<file path="src/rtl/pipe_pkg.sv">
// ---------------------------------------------------------------------------
// pipe_pkg
// Shared definitions for the generic pipeline-stage register.
//   pipe_state_e : stage occupancy state (empty / main full / main+skid full)
//   NOP_DEFAULT  : default instruction shown while a stage holds nothing
//   payload_w()  : packed payload width {insn, fields, side}
// ---------------------------------------------------------------------------
package pipe_pkg;

  typedef enum logic [1:0] {
    ST_EMPTY = 2'd0,
    ST_FULL  = 2'd1,
    ST_SKID  = 2'd2
  } pipe_state_e;

  localparam logic [31:0] NOP_DEFAULT = 32'h0000_0000;

  // Width of one stored entry: instruction, all operand fields, sideband.
  function automatic int payload_w(input int insn_w, input int num_fields,
                                   input int field_w, input int side_w);
    return insn_w + num_fields * field_w + side_w;
  endfunction

endpackage

</file>
<file path="src/rtl/pipe_entry.sv">
// ---------------------------------------------------------------------------
// pipe_entry
// One stage storage slot: a payload register plus its valid bit.
// Ports:
//   clk      : clock, rising edge
//   reset    : synchronous active-low reset (clears valid only)
//   i_load   : capture i_d and mark the slot valid
//   i_clear  : invalidate the slot (wins over i_load for the valid bit)
//   i_d      : payload to capture
//   o_q      : stored payload (meaningful only while o_valid)
//   o_valid  : slot holds an entry
// ---------------------------------------------------------------------------
module pipe_entry #(
  parameter int W = 1
) (
  input  logic         clk,
  input  logic         reset,
  input  logic         i_load,
  input  logic         i_clear,
  input  logic [W-1:0] i_d,
  output logic [W-1:0] o_q,
  output logic         o_valid
);

  logic         r_valid;
  logic [W-1:0] r_payload;

  // NOTE: state registers use non-blocking assignments so every flop samples
  // the pre-edge value of every other flop, independent of block ordering.
  always_ff @(posedge clk) begin
    if (!reset) begin
      r_valid <= 1'b0;
    end else if (i_clear) begin
      r_valid <= 1'b0;
    end else if (i_load) begin
      r_valid <= 1'b1;
    end
  end

  // NOTE: the payload is deliberately left out of reset; the valid bit gates
  // it everywhere it is observed, so clearing it would only cost reset fanout.
  always_ff @(posedge clk) begin
    if (i_load) begin
      r_payload <= i_d;
    end
  end

  assign o_q     = r_payload;
  assign o_valid = r_valid;

endmodule

</file>
<file path="src/rtl/pipe_stage_latch.sv">
// ---------------------------------------------------------------------------
// pipe_stage_latch
// Generic pipeline-stage register with valid/ready handshake, optional skid
// entry (registered in_ready), flush-to-bubble and NOP substitution.
// Ports:
//   clk, reset           : clock; synchronous active-low reset
//   in_valid / in_ready  : upstream handshake (accept = in_valid && in_ready)
//   in_insn/fields/side  : incoming entry; field k at [k*FIELD_W +: FIELD_W]
//   flush                : drop every held entry and the one offered this cycle
//   out_valid / out_ready: downstream handshake (consume = out_valid && out_ready)
//   out_insn/fields/side : head entry; NOP_INSN / 0 / 0 while !out_valid
//   occupancy            : number of held entries (0..2)
// ---------------------------------------------------------------------------
module pipe_stage_latch
  import pipe_pkg::*;
#(
  parameter int                INSN_W     = 32,
  parameter int                NUM_FIELDS = 2,
  parameter int                FIELD_W    = 32,
  parameter int                SIDE_W     = 1,
  parameter logic [INSN_W-1:0] NOP_INSN   = INSN_W'(NOP_DEFAULT),
  parameter bit                SKID       = 1'b1
) (
  input  logic                          clk,
  input  logic                          reset,
  input  logic                          in_valid,
  output logic                          in_ready,
  input  logic [INSN_W-1:0]             in_insn,
  input  logic [NUM_FIELDS*FIELD_W-1:0] in_fields,
  input  logic [SIDE_W-1:0]             in_side,
  input  logic                          flush,
  output logic                          out_valid,
  input  logic                          out_ready,
  output logic [INSN_W-1:0]             out_insn,
  output logic [NUM_FIELDS*FIELD_W-1:0] out_fields,
  output logic [SIDE_W-1:0]             out_side,
  output logic [1:0]                    occupancy
);

  localparam int PAYLOAD_W = payload_w(INSN_W, NUM_FIELDS, FIELD_W, SIDE_W);

  pipe_state_e r_state;
  pipe_state_e w_next_state;

  logic                          w_accept;
  logic                          w_consume;
  logic                          w_in_ready;
  logic                          w_main_load;
  logic                          w_main_from_skid;
  logic                          w_main_clear;
  logic                          w_skid_load;
  logic                          w_skid_clear;
  logic                          w_main_valid;
  logic                          w_skid_valid;
  logic [PAYLOAD_W-1:0]          w_in_payload;
  logic [PAYLOAD_W-1:0]          w_main_d;
  logic [PAYLOAD_W-1:0]          w_main_q;
  logic [PAYLOAD_W-1:0]          w_skid_q;
  logic [INSN_W-1:0]             w_main_insn;
  logic [NUM_FIELDS*FIELD_W-1:0] w_main_fields;
  logic [SIDE_W-1:0]             w_main_side;

  assign w_accept     = in_valid && w_in_ready;
  assign w_consume    = w_main_valid && out_ready;
  assign w_in_payload = {in_insn, in_fields, in_side};

  // -------------------------------------------------------------------------
  // State register
  // -------------------------------------------------------------------------
  always_ff @(posedge clk) begin
    if (!reset) begin
      r_state <= ST_EMPTY;
    end else begin
      r_state <= w_next_state;
    end
  end

  // -------------------------------------------------------------------------
  // Next state and storage control. With SKID=0, in_ready in FULL equals
  // out_ready, so an accept in FULL always coincides with a consume and the
  // ST_SKID branch is never taken.
  // -------------------------------------------------------------------------
  always_comb begin
    // NOTE: every output of this block gets a default first; a path that
    // leaves one unassigned would otherwise infer a latch.
    w_next_state     = r_state;
    w_main_load      = 1'b0;
    w_main_from_skid = 1'b0;
    w_main_clear     = 1'b0;
    w_skid_load      = 1'b0;
    w_skid_clear     = 1'b0;

    unique case (r_state)
      ST_EMPTY: begin
        if (w_accept) begin
          w_next_state = ST_FULL;
          w_main_load  = 1'b1;
        end
      end
      ST_FULL: begin
        if (w_accept && w_consume) begin
          w_main_load = 1'b1;
        end else if (w_accept) begin
          w_next_state = ST_SKID;
          w_skid_load  = 1'b1;
        end else if (w_consume) begin
          w_next_state = ST_EMPTY;
          w_main_clear = 1'b1;
        end
      end
      ST_SKID: begin
        if (w_consume) begin
          w_next_state     = ST_FULL;
          w_main_load      = 1'b1;
          w_main_from_skid = 1'b1;
          w_skid_clear     = 1'b1;
        end
      end
      default: begin
        w_next_state = ST_EMPTY;
        w_main_clear = 1'b1;
        w_skid_clear = 1'b1;
      end
    endcase

    // Flush kills everything, including an entry accepted this very cycle;
    // the upstream and downstream handshakes still complete.
    if (flush) begin
      w_next_state = ST_EMPTY;
      w_main_load  = 1'b0;
      w_skid_load  = 1'b0;
      w_main_clear = 1'b1;
      w_skid_clear = 1'b1;
    end
  end

  // -------------------------------------------------------------------------
  // Storage
  // -------------------------------------------------------------------------
  assign w_main_d = w_main_from_skid ? w_skid_q : w_in_payload;

  pipe_entry #(.W(PAYLOAD_W)) u_main (
    .clk     (clk),
    .reset   (reset),
    .i_load  (w_main_load),
    .i_clear (w_main_clear),
    .i_d     (w_main_d),
    .o_q     (w_main_q),
    .o_valid (w_main_valid)
  );

  generate
    if (SKID) begin : g_skid
      logic r_in_ready;

      pipe_entry #(.W(PAYLOAD_W)) u_skid (
        .clk     (clk),
        .reset   (reset),
        .i_load  (w_skid_load),
        .i_clear (w_skid_clear),
        .i_d     (w_in_payload),
        .o_q     (w_skid_q),
        .o_valid (w_skid_valid)
      );

      // Registered ready: low exactly while the skid slot is occupied.
      always_ff @(posedge clk) begin
        if (!reset) begin
          r_in_ready <= 1'b1;
        end else begin
          r_in_ready <= (w_next_state != ST_SKID);
        end
      end

      assign w_in_ready = r_in_ready;
    end else begin : g_no_skid
      assign w_skid_q     = '0;
      assign w_skid_valid = 1'b0;
      assign w_in_ready   = (r_state == ST_EMPTY) || out_ready;
    end
  endgenerate

  // -------------------------------------------------------------------------
  // Outputs, always from main and gated by its valid bit so a stale payload
  // (in particular a stale exception flag) never leaks downstream.
  // -------------------------------------------------------------------------
  assign {w_main_insn, w_main_fields, w_main_side} = w_main_q;

  assign in_ready   = w_in_ready;
  assign out_valid  = w_main_valid;
  assign out_insn   = w_main_valid ? w_main_insn   : NOP_INSN;
  assign out_fields = w_main_valid ? w_main_fields : '0;
  assign out_side   = w_main_valid ? w_main_side   : '0;
  assign occupancy  = {1'b0, w_main_valid} + {1'b0, w_skid_valid};

endmodule

</file>
<file path="config.mk">
export PLATFORM = sky130hd
export DESIGN_NAME = pipe_stage_latch
export DESIGN_NICKNAME = d
export VERILOG_FILES = /design/src/rtl/pipe_pkg.sv /design/src/rtl/pipe_entry.sv /design/src/rtl/pipe_stage_latch.sv
export SDC_FILE = /design/constraint.sdc
export NUM_CORES = 1
export LEC_CHECK = 0
export ABC_AREA = 1
export BUFFER_PORTS_ARGS = -buffer_cell sky130_fd_sc_hd__buf_2
export CAP_MARGIN = 20
export CORE_MARGIN = 3
export CORE_UTILIZATION = 34
export DETAILED_ROUTE_END_ITERATION = 7
export PLACE_DENSITY = 0.62
export SLEW_MARGIN = 20
export SYNTH_ARGS = -nofsm -noshare
export SYNTH_HDL_FRONTEND = slang
export SYNTH_HIERARCHICAL = 1
export SYNTH_SLANG_ARGS = --single-unit
</file>
<file path="constraint.sdc">
create_clock -name clk -period 8.6 [get_ports clk]
set_input_delay 1.72 -clock clk [delete_from_list [all_inputs] [get_ports clk]]
set_output_delay 1.72 -clock clk [all_outputs]
set_load 0.01 [all_outputs]
</file>
==> results of run 1 <==
==> routing by layer <==
layer  vias up  wire (um)
met3        14        918
met1      2437       7830
met4         2        197
li1       2747          -
met2       161       8560
met5         -         13
==> flip-flops by register name, summed over array words and instances (netlist names) <==
name,flops
in_ready,1
g_skid.u_skid/o_valid,1
u_main/o_q,97
g_skid.u_skid/o_q,97
u_main/o_valid,1
r_state,2
==> logic make-up (layout without fill, tap and decap cells) <==
group / Yosys count / after routing
adder cells (fa/ha/maj): 1 / 1
AND/OR/NAND/NOR: 414 / 414
buffers and inverters: 139 / 349
AO/OA/AOI/OAI: 4 / 4
flip-flops: 199 / 199
==> stage by stage <==
stage | utilization | cell area [um2] | total power [mW] | setup WS (ps)
after detailed placement | 0.408 | 9410 | 1.23 | 4350
after global placement | 0.408 | 9410 | 1.22 | 4400
after global routing | 0.435 | 10000 | 2.11 | 4520
after CTS | 0.434 | 10000 | 2.05 | 4620
after floorplan | - | 8120 | 1.18 | 1090
final | 0.435 | 10000 | 2.03 | 4720
==> synth_stat cells, types with 3 or more instances <==
cell	count
nand2_1	401
edfxtp_1	194
inv_1	105
buf_2	17
nor2_1	8
clkbuf_1	7
buf_6	6
dfxtp_1	5
nand3_1	3
==> cell type report <==
| type | count | area share |
|---|---|---|
| well taps | 313 | 0.0391 |
| clock inverters | 14 | 0.0171 |
| inverters | 107 | 0.0402 |
| clock buffers | 18 | 0.0428 |
| repair buffers | 210 | 0.108 |
| multi-input cells | 419 | 0.161 |
| flip-flops and latches | 199 | 0.591 |
==> path summary, 6_finish.rpt <==
check | start | to | slack [ps]
max | u_main/o_valid | occupancy[0] | 4720
max reg2reg | u_main/o_valid | u_main/o_q[26] | 5500
min | g_skid.u_skid/o_q[78] | u_main/o_q[78] | 510
min reg2reg | g_skid.u_skid/o_q[78] | u_main/o_q[78] | 510
==> power by group <==
part           switching, mW  leakage [nW]  internal [mW]  total (mW)
logic                 0.0599          2.97         0.0386      0.0985
clock network          0.362         0.285          0.462       0.823
registers            0.00866          1.82           1.10        1.10
==> worst register-to-register path: stages, from the launching register on <==
cell and delay (ps):
dfxtp_4 660, nand2_2 150, inv_2 120, nand2_4 320, a21oi_4 230, buf_4 500, buf_4 720
==> run metrics, run 1 <==
XOR/XNOR share of the synthesized area=0; Initial Util=0.352; Buf/Inv on CP=2; initial antenna violation count=1; synthesized area per cell=10.7 um2; CP top delay family=buffers and inverters; Top Ports=a little over 200; final cell count without fillers=1280; critical path launch point type=flip-flop; critical path fanouts, max=61; worst endpoint data arrival time=2160 ps; share of layout cells above drive strength 1=0.254; Yosys top cell area share=0.718; hold path depth=2; GRT met2 Usage=0.235; fill count=around 2.2k; number of core rows=between 50 and 60; P_leak=5.08 nW; die area=25800 um2; First-pass DRT Iterations=4; register area share after synthesis=0.730; CTS buffer count=17; max_cap viols=0; total congestion overflow=0; first-pass GRT wire length=28.4 mm; Layout Skew=6.85 ps; Post-CTS Resized=0; WL/cell=13.7 um; worst setup path class=reg -> out; final setup fails=0; GRT Util Overall=0.139; area of the core=23100 um2; largest area contributor in the synthesized netlist=edfxtp_1; Inst Count DP=1247; crit-path max cell delay=660 ps; number of flops mapped to enable cells by yosys=194; Die Y=161 um; Total Nets Final=1057; yosys warns=6; hold_buf cts=0; CTS tree=done; vias in the first global route=5437; final hold viol count=0; Clock Sinks=199; Crit path required time=6880 ps; VDD IR max=0.113 mV; grt met1 use=0.181; CTS Buffer Depth=2; largest net degree at the start of global routing=between 90 and 100; CTS clock-pin slew for the worst setup and hold paths=70 ps; Worst-Margin Slew=731 ps; Post-DP HPWL=11.1 mm; HP Class=reg -> reg; Hold Slack=509 ps; Vias/cell=4.19; worst r2r path cells=6; Final ANT Viol Nets=0; main combinational cell family by area after synthesis=simple AND/OR/NAND/NOR gates; period utilization=0.451; ys flop type=edfxtp_1; Cell Pwr Density=about 200 nW/um2; fin crit period=3880 ps; Synth Instances=around 760; # DRC=0; number of port buffers=202; clock root buffer=clkbuf_16; status=complete, no violations; largest cells by area after synthesis=edfxtp_1 (72%), nand2_1 (19%), inv_1 (4.9%); Adder-Cell Fraction of Synth Area=0.00154; met3 usage=0.0299; register bit total from synthesis=199; die width=161 um; commonest non-fill, non-tap cell in the layout=nand2_1; headroom to the max-slew limit=0.513; antenna cell count=0; post-synthesis mux area share=0; Critical Path End Type=primary output; f_max=258 MHz; syn_nets=between 800 and 900; Vias=5361; Yosys cell types=15; Synth Area in Simple Gates=0.193; Async S/R FF share, synth=0; RSZ-0062 raised after global routing=no; Area growth syn-to-layout=23.5%; Top Usage Layer GRT=met2; Multi-input gate area=1620 um2; Starting DRT DRC Count=243; final WL=about 18 mm; setup TNS=0 ps; Placer Congestion=0.800; total setup buffers inserted after CTS=0; Slowest cell on crit path=dfxtp_4; critical-path cell list=buf_4, ha_1, buf_2; later-pin clock latency in the skew report=around 420 ps; critical path depth=3; synthesized area=8120 um2; H-tree depth=4; most frequent cells in the layout=nand2_1 (401), buf_2 (202), edfxtp_1 (194); Compound-Gate Fraction of Synth Area=0.00247; max-slew violation count=0; Sequential Area=5930 um2
Power figures use the tool's default switching activity.
==> run 2: changes to the inputs <==
--- a/config.mk
+++ b/config.mk
@@ -5,7 +5,7 @@
 export SDC_FILE = /design/constraint.sdc
 export NUM_CORES = 1
 export LEC_CHECK = 0
-export ABC_AREA = 1
+export ABC_AREA = 0
 export BUFFER_PORTS_ARGS = -buffer_cell sky130_fd_sc_hd__buf_2
 export CAP_MARGIN = 20
 export CORE_MARGIN = 3
==> constraint.sdc (replaced) <==
create_clock -name clk -period 3.95 [get_ports clk]
set_input_delay 0.79 -clock clk [delete_from_list [all_inputs] [get_ports clk]]
set_output_delay 0.79 -clock clk [all_outputs]
set_load 0.01 [all_outputs]
==> run metrics, run 2 <==
HP Class=reg -> reg; status=complete, no violations; headroom to the max-slew limit=0.445; yosys warns=6; share of layout cells above drive strength 1=0.517; fill count=2083; clock power share=0.396; final WL=16.6 mm; register area share after synthesis=0.743; Post-DP HPWL=10.8 mm; Layout Skew=8.62 ps; Slowest cell on crit path=dfxtp_4; final hold viol count=0; number of flops mapped to enable cells by yosys=194; CTS clock-pin slew for the worst setup and hold paths=roughly 70 ps; WL met2=8.29 mm; commonest non-fill, non-tap cell in the layout=buf_2; most frequent cells in the layout=buf_2 (202), edfxtp_1 (194), and2_1 (98); Post-CTS Resized=0; max_cap viols=0; RSZ-0062 raised after global routing=no; area of the core=approximately 23000 um2; total congestion overflow=0; First-pass DRT Iterations=6; total setup buffers inserted after CTS=0; met3 wire length=1.18 mm; Initial Util=0.349; crit-path max cell delay=680 ps; M1 WL=7.05 mm; hold_buf cts=0; WL/cell=17.0 um; Yosys cell types=26; Synth Instances=445; worst endpoint data arrival time=1940 ps; Top Ports=203; ys flop type=edfxtp_1; Yosys top cell area share=0.730; DP Area=9380 um2; syn_nets=548; setup slack after placement=1210 ps; first-pass GRT wire length=26.5 mm; final worst slack=1220 ps; Switch Pwr=0.922 mW; Total Nets Final=754; Final ANT Viol Nets=0; CTS tree=done; Area growth syn-to-layout=25.2%; Async S/R FF share, synth=0; worst setup path class=reg -> out; most common cell in the netlist=edfxtp_1; largest area contributor in the synthesized netlist=edfxtp_1; later-pin clock latency in the skew report=approximately 420 ps; die area=25300 um2; number of core rows=55; initial antenna violation count=2; vias in the first global route=4830; VDD IR max=0.277 mV; Final Util=0.437; GRT Util Overall=0.131; synthesized area=7980 um2; Comb pwr share=0.051; Seq pwr share=0.553; period utilization=0.692; Vias/cell=approximately 4.5; CTS Buffer Depth=2; Multi-input gate area=just under 2000 um2; clock root buffer=clkbuf_16; Top Layer Used=met5; setup TNS=0 ps; number of port buffers=202; critical path launch point type=flip-flop; critical path fanouts, max=55; Sequential Area=5930 um2; f_max=366 MHz; Starting DRT DRC Count=244; # DRC=0; P_int=3.44 mW; largest cells by area after synthesis=edfxtp_1 (73%), mux2_2 (12%), and2_1 (7.7%); max-slew violation count=0; Worst-Margin Slew=832 ps; Cell Pwr Density=437 nW/um2; synthesized area per cell=17.9 um2; register bit total from synthesis=199; Placer Congestion=0.730; Critical Path End Type=primary output; fin crit period=2730 ps; fin area=roughly 10000 um2; P_leak=3.92 nW; final setup fails=0; Hold Slack=543 ps; Crit path required time=3160 ps; sw frac=0.211; commonest cells in the netlist=edfxtp_1 (194), and2_1 (98), mux2_2 (88); critical-path cell list=buf_4, and2_1, buf_2; largest net degree at the start of global routing=77; Clock Sinks=about 200; H-tree depth=4; Die Y=159 um; die width=about 160 um; CTS buffer count=17; Vias=4402
## run 2: kinds of logic after synthesis
logic type      synth area share
flops                      0.743
simple gates              0.0941
mux                        0.141
buf+inv                   0.0158
compound gates           0.00424
fa+ha+maj                0.00157
## run 2: power by group through the flow
stage,Combinational (mW),Sequential [mW],Clock (mW)
finish,0.224,2.41,1.73
global route,0.247,2.42,1.87
CTS,0.230,2.41,1.79
detailed placement,0.228,2.46,0
global placement,0.220,2.46,0
floorplan,0.116,2.45,0
## run 2: worst max-delay path, delay by kind of cell, from the launching register on
kind                   cells  cell delay, ps
and+or+nand+nor            1             230
DFF                        1             680
buffers and inverters      2             610
## run 2: final timing paths
kind	start	to	slack [ps]	cells after the start
max reg2reg	u_main/o_valid	u_main/o_q[28]	1500	4
max	u_main/o_valid	out_insn[27]	1220	3
min	g_skid.u_skid/o_valid	g_skid.u_skid/o_valid	540	2
min reg2reg	g_skid.u_skid/o_valid	g_skid.u_skid/o_valid	540	2
## run 2: area by class of cell
type	count	share of cell area
clock inverters	13	0.0148
flip-flops and latches	199	0.594
repair buffers	210	0.111
clock buffers	18	0.0430
well taps	313	0.0392
diodes	1	0.000251
multi-input cells	222	0.198
inverters	1	0.000376
## run 2: through the flow
stage / power [mW] / std cells
floorplan: 2.57 / 445
global placement: 2.68 / 944
detailed placement: 2.69 / 944
CTS: 4.44 / 975
global route: 4.54 / 977
finish: 4.36 / 977
## run 2: metal layers
layer / GRT usage / vias up
met5: 0 / -
met4: 0.0334 / 2
met3: 0.0453 / 9
met2: 0.228 / 134
met1: 0.157 / 2185
li1: - / 2072
